`config.mk`:
```
export PLATFORM = sky130hd
export DESIGN_NAME = vga_timing_meas
export DESIGN_NICKNAME = d
export VERILOG_FILES = /design/src/rtl/vga_meas_pkg.sv /design/src/rtl/vga_sync_edge.sv /design/src/rtl/vga_timing_meas.sv
export SDC_FILE = /design/constraint.sdc
export NUM_CORES = 1
export LEC_CHECK = 0
export BUFFER_PORTS_ARGS = -buffer_cell sky130_fd_sc_hd__clkbuf_2
export CORE_UTILIZATION = 60
export CTS_CLUSTER_SIZE = 24
export DETAILED_ROUTE_END_ITERATION = 10
export PLACE_DENSITY = 0.91
export REMOVE_ABC_BUFFERS = 1
export SLEW_MARGIN = 10
export SYNTH_ARGS = -nofsm -noshare
export SYNTH_HDL_FRONTEND = slang
export SYNTH_SLANG_ARGS = --single-unit
```
`constraint.sdc`:
```
create_clock -name CLK -period 4.4 [get_ports CLK]
set_input_delay 0.44 -clock CLK [delete_from_list [all_inputs] [get_ports CLK]]
set_output_delay 0.44 -clock CLK [all_outputs]
set_load 0.02 [all_outputs]
```
`src/rtl/vga_meas_pkg.sv`:
```
// Shared types for the VGA timing measurement block: counter width default,
// per-frame result record and lock FSM states.
package vga_meas_pkg;

  localparam int unsigned CwDefault = 12;
  // Result fields are held at a fixed width so the record is independent of CW.
  localparam int unsigned ResW = 32;

  typedef struct packed {
    logic [ResW-1:0] h_total;
    logic [ResW-1:0] h_active;
    logic [ResW-1:0] h_sync_w;
    logic [ResW-1:0] v_total;
    logic [ResW-1:0] v_active;
    logic [ResW-1:0] v_sync_w;
  } timing_t;

  typedef enum logic [1:0] {
    StUnlocked,
    StChecking,
    StLocked
  } lock_st_e;

endpackage

```
`src/rtl/vga_sync_edge.sv`:
```
// Input register, polarity normalisation and leading-edge detection for a
// bundle of sync signals (one bit per sync line).
module vga_sync_edge #(
  parameter int unsigned N        = 2,
  parameter logic [N-1:0] ActLevel = '0
) (
  input  logic         clk_i,
  input  logic         rst_i,
  input  logic [N-1:0] sync_i,
  output logic [N-1:0] act_o,
  output logic [N-1:0] rise_o
);

  logic [N-1:0] s1_q, s2_q;

  always_ff @(posedge clk_i) begin
    if (rst_i) begin
      s1_q <= '0;
      s2_q <= '0;
    end else begin
      s1_q <= ~(sync_i ^ ActLevel);
      s2_q <= s1_q;
    end
  end

  assign act_o  = s1_q;
  assign rise_o = s1_q & ~s2_q;

endmodule

```
`src/rtl/vga_timing_meas.sv`:
```
// VGA sink timing measurement: per-frame H/V totals, active and sync widths and lock status.
// Defining VGA_TIMING_MEAS_CHECKSUM_EN adds the FRAME_SUM pixel checksum output.
module vga_timing_meas
  import vga_meas_pkg::*;
#(
  parameter int unsigned CW          = CwDefault,
  parameter logic        HS_ACT      = 1'b0,
  parameter logic        VS_ACT      = 1'b0,
  parameter int unsigned LOCK_FRAMES = 2
) (
  input  logic          CLK,
  input  logic          RST,
  input  logic [7:0]    VGA_R,
  input  logic [7:0]    VGA_G,
  input  logic [7:0]    VGA_B,
  input  logic          VGA_HS,
  input  logic          VGA_VS,
  input  logic          VGA_DE,
  output logic [CW-1:0] H_TOTAL,
  output logic [CW-1:0] H_ACTIVE,
  output logic [CW-1:0] H_SYNC_W,
  output logic [CW-1:0] V_TOTAL,
  output logic [CW-1:0] V_ACTIVE,
  output logic [CW-1:0] V_SYNC_W,
  output logic          FRAME_DONE,
  output logic          LOCKED,
  output logic          SAT_ERR
`ifdef VGA_TIMING_MEAS_CHECKSUM_EN
  ,
  output logic [31:0]   FRAME_SUM
`endif
);

  localparam logic [CW-1:0] CntMax   = '1;
  localparam logic [3:0]    MatchMax = 4'hF;
  localparam logic [3:0]    LockThr  = 4'(LOCK_FRAMES - 1);

  function automatic logic [CW-1:0] inc_sat(input logic [CW-1:0] v);
    return (v == CntMax) ? v : v + CW'(1);
  endfunction

  // Stage 1 registers and sync edges
  logic [1:0] sync_act, sync_rise;
  logic       hs_act, vs_act, hs_rise, vs_rise;
  logic       de_q;

  vga_sync_edge #(
    .N       (2),
    .ActLevel({VS_ACT, HS_ACT})
  ) u_sync (
    .clk_i (CLK),
    .rst_i (RST),
    .sync_i({VGA_VS, VGA_HS}),
    .act_o (sync_act),
    .rise_o(sync_rise)
  );

  assign hs_act  = sync_act[0];
  assign vs_act  = sync_act[1];
  assign hs_rise = sync_rise[0];
  assign vs_rise = sync_rise[1];

  // Counter state
  logic [CW-1:0] h_cnt_q, h_cnt_d, hs_cnt_q, hs_cnt_d, de_cnt_q, de_cnt_d;
  logic [CW-1:0] h_tot_q, h_tot_n, h_sw_q, h_sw_n;
  logic [CW-1:0] h_act_q, h_act_n, h_act_d;
  logic [CW-1:0] v_tot_q, v_tot_n, v_tot_d;
  logic [CW-1:0] v_act_q, v_act_n, v_act_d;
  logic [CW-1:0] v_sync_q, v_sync_n, v_sync_d;
  logic          frame_sat_q, frame_sat_d, sat_now, close_sat;
  logic          frame_valid_q, res_valid_q, sat_err_q, done_q;
  logic          close;

  // Output result registers
  logic [CW-1:0] h_total_q, h_active_q, h_sync_w_q, v_total_q, v_active_q, v_sync_w_q;

  // Lock FSM
  lock_st_e   state_q, state_d;
  logic [3:0] match_q, match_d;
  logic       same;
  logic       sum_same;
  timing_t    cur_t, prev_t;

  assign close = vs_rise & frame_valid_q;

  // "_n" values fold in a line closing this cycle, so a coincident HS edge
  // is counted in the frame a VS edge closes.
  always_comb begin
    h_cnt_d  = hs_rise ? CW'(1) : inc_sat(h_cnt_q);
    hs_cnt_d = hs_rise ? CW'(1) : (hs_act ? inc_sat(hs_cnt_q) : hs_cnt_q);
    de_cnt_d = hs_rise ? CW'(de_q) : (de_q ? inc_sat(de_cnt_q) : de_cnt_q);

    h_tot_n  = hs_rise ? h_cnt_q : h_tot_q;
    h_sw_n   = hs_rise ? hs_cnt_q : h_sw_q;
    h_act_n  = (hs_rise && (de_cnt_q > h_act_q)) ? de_cnt_q : h_act_q;
    v_tot_n  = hs_rise ? inc_sat(v_tot_q) : v_tot_q;
    v_act_n  = (hs_rise && (de_cnt_q != '0)) ? inc_sat(v_act_q) : v_act_q;
    v_sync_n = (hs_rise && vs_act) ? inc_sat(v_sync_q) : v_sync_q;

    h_act_d  = vs_rise ? '0 : h_act_n;
    v_tot_d  = vs_rise ? '0 : v_tot_n;
    v_act_d  = vs_rise ? '0 : v_act_n;
    v_sync_d = vs_rise ? '0 : v_sync_n;

    sat_now = (h_cnt_d == CntMax) | (hs_cnt_d == CntMax) | (de_cnt_d == CntMax) |
              (v_tot_n == CntMax) | (v_act_n == CntMax) | (v_sync_n == CntMax);
    close_sat   = frame_sat_q | sat_now;
    frame_sat_d = vs_rise ? 1'b0 : close_sat;
  end

  always_ff @(posedge CLK) begin
    if (RST) begin
      de_q          <= 1'b0;
      h_cnt_q       <= '0;
      hs_cnt_q      <= '0;
      de_cnt_q      <= '0;
      h_tot_q       <= '0;
      h_sw_q        <= '0;
      h_act_q       <= '0;
      v_tot_q       <= '0;
      v_act_q       <= '0;
      v_sync_q      <= '0;
      frame_sat_q   <= 1'b0;
      frame_valid_q <= 1'b0;
      res_valid_q   <= 1'b0;
      sat_err_q     <= 1'b0;
      done_q        <= 1'b0;
      h_total_q     <= '0;
      h_active_q    <= '0;
      h_sync_w_q    <= '0;
      v_total_q     <= '0;
      v_active_q    <= '0;
      v_sync_w_q    <= '0;
    end else begin
      de_q          <= VGA_DE;
      h_cnt_q       <= h_cnt_d;
      hs_cnt_q      <= hs_cnt_d;
      de_cnt_q      <= de_cnt_d;
      h_tot_q       <= h_tot_n;
      h_sw_q        <= h_sw_n;
      h_act_q       <= h_act_d;
      v_tot_q       <= v_tot_d;
      v_act_q       <= v_act_d;
      v_sync_q      <= v_sync_d;
      frame_sat_q   <= frame_sat_d;
      frame_valid_q <= frame_valid_q | vs_rise;
      res_valid_q   <= res_valid_q | close;
      sat_err_q     <= sat_err_q | sat_now;
      done_q        <= close;
      if (close) begin
        h_total_q  <= h_tot_n;
        h_active_q <= h_act_n;
        h_sync_w_q <= h_sw_n;
        v_total_q  <= v_tot_n;
        v_active_q <= v_act_n;
        v_sync_w_q <= v_sync_n;
      end
    end
  end

`ifdef VGA_TIMING_MEAS_CHECKSUM_EN
  logic [23:0] rgb_q;
  logic [31:0] pix_add, sum_q, sum_d, frame_sum_q;

  // DE pixels of the VS-edge cycle belong to the frame being opened.
  always_comb begin
    pix_add = de_q ? {8'h00, rgb_q} : 32'h0;
    sum_d   = vs_rise ? pix_add : sum_q + pix_add;
  end

  always_ff @(posedge CLK) begin
    if (RST) begin
      rgb_q       <= '0;
      sum_q       <= '0;
      frame_sum_q <= '0;
    end else begin
      rgb_q <= {VGA_R, VGA_G, VGA_B};
      sum_q <= sum_d;
      if (close) frame_sum_q <= sum_q;
    end
  end

  assign sum_same  = (sum_q == frame_sum_q);
  assign FRAME_SUM = frame_sum_q;
`else
  logic unused_rgb;
  assign unused_rgb = ^{VGA_R, VGA_G, VGA_B};
  assign sum_same   = 1'b1;
`endif

  always_comb begin
    cur_t           = '0;
    cur_t.h_total   = ResW'(h_tot_n);
    cur_t.h_active  = ResW'(h_act_n);
    cur_t.h_sync_w  = ResW'(h_sw_n);
    cur_t.v_total   = ResW'(v_tot_n);
    cur_t.v_active  = ResW'(v_act_n);
    cur_t.v_sync_w  = ResW'(v_sync_n);
    prev_t          = '0;
    prev_t.h_total  = ResW'(h_total_q);
    prev_t.h_active = ResW'(h_active_q);
    prev_t.h_sync_w = ResW'(h_sync_w_q);
    prev_t.v_total  = ResW'(v_total_q);
    prev_t.v_active = ResW'(v_active_q);
    prev_t.v_sync_w = ResW'(v_sync_w_q);
    same            = (cur_t == prev_t) && sum_same;
  end

  always_ff @(posedge CLK) begin
    if (RST) begin
      state_q <= StUnlocked;
      match_q <= '0;
    end else begin
      state_q <= state_d;
      match_q <= match_d;
    end
  end

  // The first frame after reset has nothing to compare against and is not a mismatch.
  always_comb begin
    state_d = state_q;
    match_d = match_q;
    if (close) begin
      if (close_sat || (res_valid_q && !same)) begin
        state_d = StUnlocked;
        match_d = '0;
      end else begin
        if (res_valid_q && (match_q != MatchMax)) match_d = match_q + 4'd1;
        state_d = (match_d >= LockThr) ? StLocked : StChecking;
      end
    end
  end

  always_comb begin
    LOCKED = (state_q == StLocked);
  end

  assign H_TOTAL    = h_total_q;
  assign H_ACTIVE   = h_active_q;
  assign H_SYNC_W   = h_sync_w_q;
  assign V_TOTAL    = v_total_q;
  assign V_ACTIVE   = v_active_q;
  assign V_SYNC_W   = v_sync_w_q;
  assign FRAME_DONE = done_q;
  assign SAT_ERR    = sat_err_q;

endmodule

```
## Word level (Yosys, flattened, before mapping)

Index checks and enable logic that the tools add are counted.

- Register bits: 196
- Input bits: 29
- Output and inout bits: 75
- Logic and storage cells: 94

- Add/sub/neg operators: 7
- Order comparisons: 2
- Eq/ne operators: 15
- Multiplexer cells: 23
- Bitwise logic cells: 13
- Reductions and logical operators: 9

Operators by type and width:

| operator | number |
|---|---|
| 12-bit 2-to-1 mux | 17 |
| 12-bit equality test, second input constant | 12 |
| 12-bit by 1-bit adder with 12-bit output, second input constant | 6 |
| 72-bit equality test | 1 |
| 4-bit 2-to-1 mux | 4 |
| 12-bit greater-than comparator | 1 |
| 12-bit nonzero test | 1 |
| 1-bit bitwise OR | 9 |
| 1-bit logical AND | 5 |
| 4-bit by 1-bit adder with 4-bit output, second input constant | 1 |
| 4-bit by 1-bit greater-or-equal comparator with 1-bit output, second input constant | 1 |
| 2-bit 2-to-1 mux | 2 |
| 4-bit inequality test, second input constant | 1 |
| 2-bit NOT | 2 |
| 2-bit bitwise AND | 1 |
| 2-bit equality test, second input constant | 1 |
| 2-bit OR reduction | 1 |
| 1-bit bitwise AND | 1 |
| 1-bit logical NOT | 1 |
| 1-bit logical OR | 1 |

## Longest topological paths before layout

- Depth in word-level cells: 17
- Mapped depth: 14
- Mapped depth without buffers: 12

## Cells and area by module

Synthesis repeated with hierarchy kept, for this count alone.

- Cells, all modules: 1,293
- Area, all modules: 10,573.9 um2

By module, submodules not included:

| module | times used | cells each | area an instance (um2) | seq. area each (um2) |
|---|---|---|---|---|
| vga_timing_meas | 1 | 1,283 | 10,461.3 | 3,843.7 |
| vga_sync_edge | 1 | 10 | 112.6 | 80.1 |

## Worst setup path before layout

No wires, ideal clock.

- Path kind: flip-flop to flip-flop
- Start: reg h_act_q[11]
- End: reg match_q[1]
- Arrival time: 3,205 ps
- Setup slack: 1,120 ps
- Cell stages (with the launch flop): 14
- Buffers on the path: 1
- Cells stage by stage: dfxtp_1 > inv_1 > ha_1 > and4_1 > nand3_1 > or2_2 > buf_2 > a21oi_1 > mux2i_1 > o2111ai_1 > or3_1 > nor4_4 > a31oi_1 > o22ai_1

- Longest elaborated chain between the ends: 8

Ends and longest elaborated chain:

| what | RTL line | RTL |
|---|---|---|
| from (decl) | vga_timing_meas.sv:66 | `logic [CW-1:0] h_act_q, h_act_n, h_act_d;` |
| from (signal assigned) | vga_timing_meas.sv:141 | `h_act_q <= h_act_d;` |
| 12-bit greater-than comparator | vga_timing_meas.sv:95 | `h_act_n = (hs_rise && (de_cnt_q > h_act_q)) ? de_cnt_q : h_act_q;` |
| 1-bit logical AND | vga_timing_meas.sv:95 |  |
| 12-bit 2-to-1 mux * | vga_timing_meas.sv:95 |  |
| 72-bit equality test * | vga_timing_meas.sv:206 | `same = (cur_t == prev_t) && sum_same;` |
| 1-bit logical NOT * | vga_timing_meas.sv:224 | `if (close_sat \|\| (res_valid_q && !same)) begin` |
| 1-bit logical AND * | vga_timing_meas.sv:224 |  |
| 1-bit logical OR * | vga_timing_meas.sv:224 |  |
| 4-bit 2-to-1 mux * | vga_timing_meas.sv:224 |  |
| to (signal assigned) | vga_timing_meas.sv:215 | `match_q <= match_d;` |
| to (decl) | vga_timing_meas.sv:79 | `logic [3:0] match_q, match_d;` |

Every way passes the cells marked *; elsewhere a longest branch is shown, timed or not.
A chain may end at the register's enable or synchronous reset.

## Worst setup path after layout

- Start: reg v_act_q[0]
- End: reg match_q[1]

- Longest elaborated chain between the ends: 9

Ends and longest elaborated chain:

| what | RTL line | RTL |
|---|---|---|
| from (decl) | vga_timing_meas.sv:68 | `logic [CW-1:0] v_act_q, v_act_n, v_act_d;` |
| from (signal assigned) | vga_timing_meas.sv:143 | `v_act_q <= v_act_d;` |
| 12-bit by 1-bit adder with 12-bit output / 12-bit equality test (equally long branches) | vga_timing_meas.sv:39 | `return (v == CntMax) ? v : v + CW'(1);` |
| 12-bit 2-to-1 mux | vga_timing_meas.sv:39 |  |
| 12-bit 2-to-1 mux * | vga_timing_meas.sv:97 | `v_act_n = (hs_rise && (de_cnt_q != '0)) ? inc_sat(v_act_q) : v_act_q;` |
| 12-bit equality test | vga_timing_meas.sv:106 | `(v_tot_n == CntMax) \| (v_act_n == CntMax) \| (v_sync_n == CntMax);` |
| 1-bit bitwise OR (2 in a row) | vga_timing_meas.sv:106 |  |
| 1-bit bitwise OR | vga_timing_meas.sv:107 | `close_sat = frame_sat_q \| sat_now;` |
| 1-bit logical OR * | vga_timing_meas.sv:224 |  |
| 4-bit 2-to-1 mux * | vga_timing_meas.sv:224 |  |

Marked as above.

==> impl_metrics.csv <==
group,metric,value,unit
synthesis,ys_ff_latch,196,
clock_network,cts_resized,0,
synthesis,synth_top_area_cell,"dfxtp_1",
clock_network,clk_latency,0.45,ns
routing,first_iter_violations,1128,
clock_network,root_buffer,"clkbuf_16",
worst_setup_path,worstPathArrival,4.16,ns
sta,final-max-slew-violation-count,0,
global_route,grt_pass1_wl,47.26,mm
routing,ant_nets,0,
hold_path,hold_path.startpoint,"VGA_VS",
layout,multi_input_area,6457,sq um
global_route,grtUsageMet3,5.445,%
floorplan,die_h,137.5,microns
outcome,run_status,"finished, final reports clean",
synthesis,synthFlopType,"dfxtp_1",
clock_network,post_cts_buffers,0,
placed_design,hpwl,20.78,mm
layout,finalNetCount,1442,
clock_network,cts_tree,"yes",
global_route,grt_use_met2,53.15,%
global_route,grt.overflow.total,0,
synthesis,ys_top_cells_by_count,"nor2_1 (246), dfxtp_1 (196), nand2_1 (79)",
routing,first_pass_iters,8,
power_and_ir_drop,netSwitchingPower,968.7,uW
sta,finalCritPeriodShare,86.09,%
global_route,grt-busiest-layer,"met2",
synthesis,synthCells,1375,
global_route,grt_start_max_net_pins,74,
synthesis,netlist_area,11010,sq um
sta,fin_crit,3.788,ns
synthesis,synthArstFlopShare,0,%
worst_setup_path,path_max_fanout,8,
sta,setup_viol,0,
sta,fmax,264.0,MHz
hold_path,min_path_cells,2,
layout,n_antenna_cell,0,
global_route,grt_use_met1,40.37,%
layout,fill_cells,1455,
sta,relSlewSlack,28.09,%
routing,wl_per_cell,18.19,microns
power_and_ir_drop,leakagePower,4.322,nW
floorplan,die-area,18890,sq um
layout,drive_above_1_share,11.10,%
placed_design,gp_congestion,0.9393,
power_and_ir_drop,internal-power,2.795,mW
clock_network,htreeDepth,4,
run,max_cap_violations,0,
layout,regArea,3924,sq um
worst_setup_path,crit_start,"v_act_q[0]$_SDFF_PP0_",
power_and_ir_drop,power_frac_comb,9.1,%
power_and_ir_drop,pwr-share-clk,41.9,%
synthesis,yosysWarnings,0,
worst_setup_path,crit_path_end_kind,"register",
clock_network,cts_buffers,17,
sta,tns,0,ns
power_and_ir_drop,power_switching_share,25.74,%
floorplan,dieWidth,137.5,microns
routing,route.vias.total,10560,
clock_network,cts_hold_buf,0,
power_and_ir_drop,p_per_area,314.2,nW/um^2
routing,drc_errors,0,
floorplan,start_util,61.28,%
sta,tightest_slew,1.079,ns
worst_setup_path,timing.rr.start,"v_act_q[0]$_SDFF_PP0_",
sta,hold_slack,0.1360,ns
worst_setup_path,crit_type,"reg -> reg",
hold_path,hp-class,"in -> reg",
sta,rsz0062_at_grt,"false",
worst_setup_path,critPathLaunchType,"register",
worst_setup_path,crit_required,4.77,ns
floorplan,row_count,49,
worst_setup_path,reg2reg_depth,11,
placed_design,io_buffers,79,
layout,synthToLayoutAreaGrowth,8.820,%
synthesis,synth.avg_cell_area,8.006,sq um
layout,final_core_util,66.69,%
synthesis,synth_edf_count,0,
power_and_ir_drop,sequentialPowerShare,49.0,%
clock_network,cts.reportedPaths.clkPinSlew,0.07,ns
clock_network,clock_sinks,196,
synthesis,synth_top_area_share,35.64,%
synthesis,synth_area_leaders,"dfxtp_1 (36%), nor2_1 (8.4%), a211oi_1 (4.7%), xnor2_1 (4.2%), mux2i_1 (3.8%)",
sta,fin_skew,0.01026,ns
clock_network,clk_path_buf_depth,2,
sta,finalHoldViolCount,0,
global_route,grt_pass1_vias,9445,
routing,avgViaCountPerCell,6.461,
global_route,antenna_found_initial,0,
global_route,grt_usage,31.97,%
synthesis,synthDistinctLibCells,81,
floorplan,boundaryPins,104,
floorplan,core_area,17960,sq um
synthesis,yosysMostFrequentCell,"nor2_1",
routing,finalWirelength,29.74,mm
power_and_ir_drop,max-vdd-ir-drop,0.5415,mV
synthesis,ys_seq_area_share,35.64,%
metrics by stage:
stage                     total power [mW]  area, sq um  setup WS (ns)  cells
after CTS                            3.767        11980         0.6733   1635
after global routing                 3.882        11980         0.2452   1635
after global placement               2.210        11390         0.6941   1603
after detailed placement             2.219        11390         0.6898   1603
final                                3.764        11980         0.6118   1635
after floorplan                      2.097        10580         0.2255   1278
cells in the final DEF (no fill, tap or decap), drive strengths merged, types with 9 or more instances in the layout:
master / n
xnor2: 53
o211ai: 9
a31oi: 20
ha: 20
clkbuf: 100
nand3: 52
a21oi: 61
buf: 18
nand2: 79
inv: 55
nand4: 37
nor2b: 17
xor2: 36
nor3: 37
and3: 16
mux2i: 43
dfxtp: 196
nand2b: 10
o21ai: 33
a211oi: 69
nor2: 246
nor4: 28
worst max-delay path: stages, from the launching register on:
cell and delay, ns:
dfxtp_1 0.50, ha_1 0.35, and4_1 0.40, nand4_1 0.32, nand3_1 0.39, mux2i_1 0.37, xnor2_1 0.10, nor4_1 0.30
o2111ai_1 0.26, nor4_4 0.38, a31oi_1 0.18, o22ai_1 0.17
cell families after synthesis:
logic type      share of synthesized area [%]
xor+xnor                                7.149
flops                                   35.64
compound gates                          18.41
buf+inv                                 5.740
fa+ha+maj                               2.273
simple gates                            26.73
mux                                     4.046
per-layer routing:
layer / routed length (microns) / share of wire (%)
met5: 0 / 0
met4: 945 / 3.2
met3: 2338 / 7.9
met2: 14040 / 47
met1: 12410 / 42
final timing paths:
| kind | end | slack [ns] |
|---|---|---|
| worst min register to register | state_q[1]$_SDFFE_PP0P_ | 0.43 |
| worst max-delay path | match_q[1]$_SDFFE_PP0P_ | 0.61 |
| worst max register to register | match_q[1]$_SDFFE_PP0P_ | 0.61 |
| worst min-delay path | u_sync.act_o[1]$_SDFF_PP0_ | 0.14 |
power by group through the flow:
stage	registers, mW	logic, mW	clock network, mW
after detailed placement	1.89	0.334	0
after CTS	1.84	0.336	1.59
after global placement	1.88	0.327	0
after floorplan	1.90	0.201	0
final	1.85	0.342	1.58
after global routing	1.85	0.368	1.66
area by class of cell:
class	instances	area share, %
Inverter	53	1.661
Clock inverter	10	1.024
Timing Repair Buffer	96	4.387
Sequential cell	196	32.76
Multi-Input combinational cell	1029	53.91
Clock buffer	22	3.875
Tap cell	229	2.392
Power figures use the tool's default switching activity.
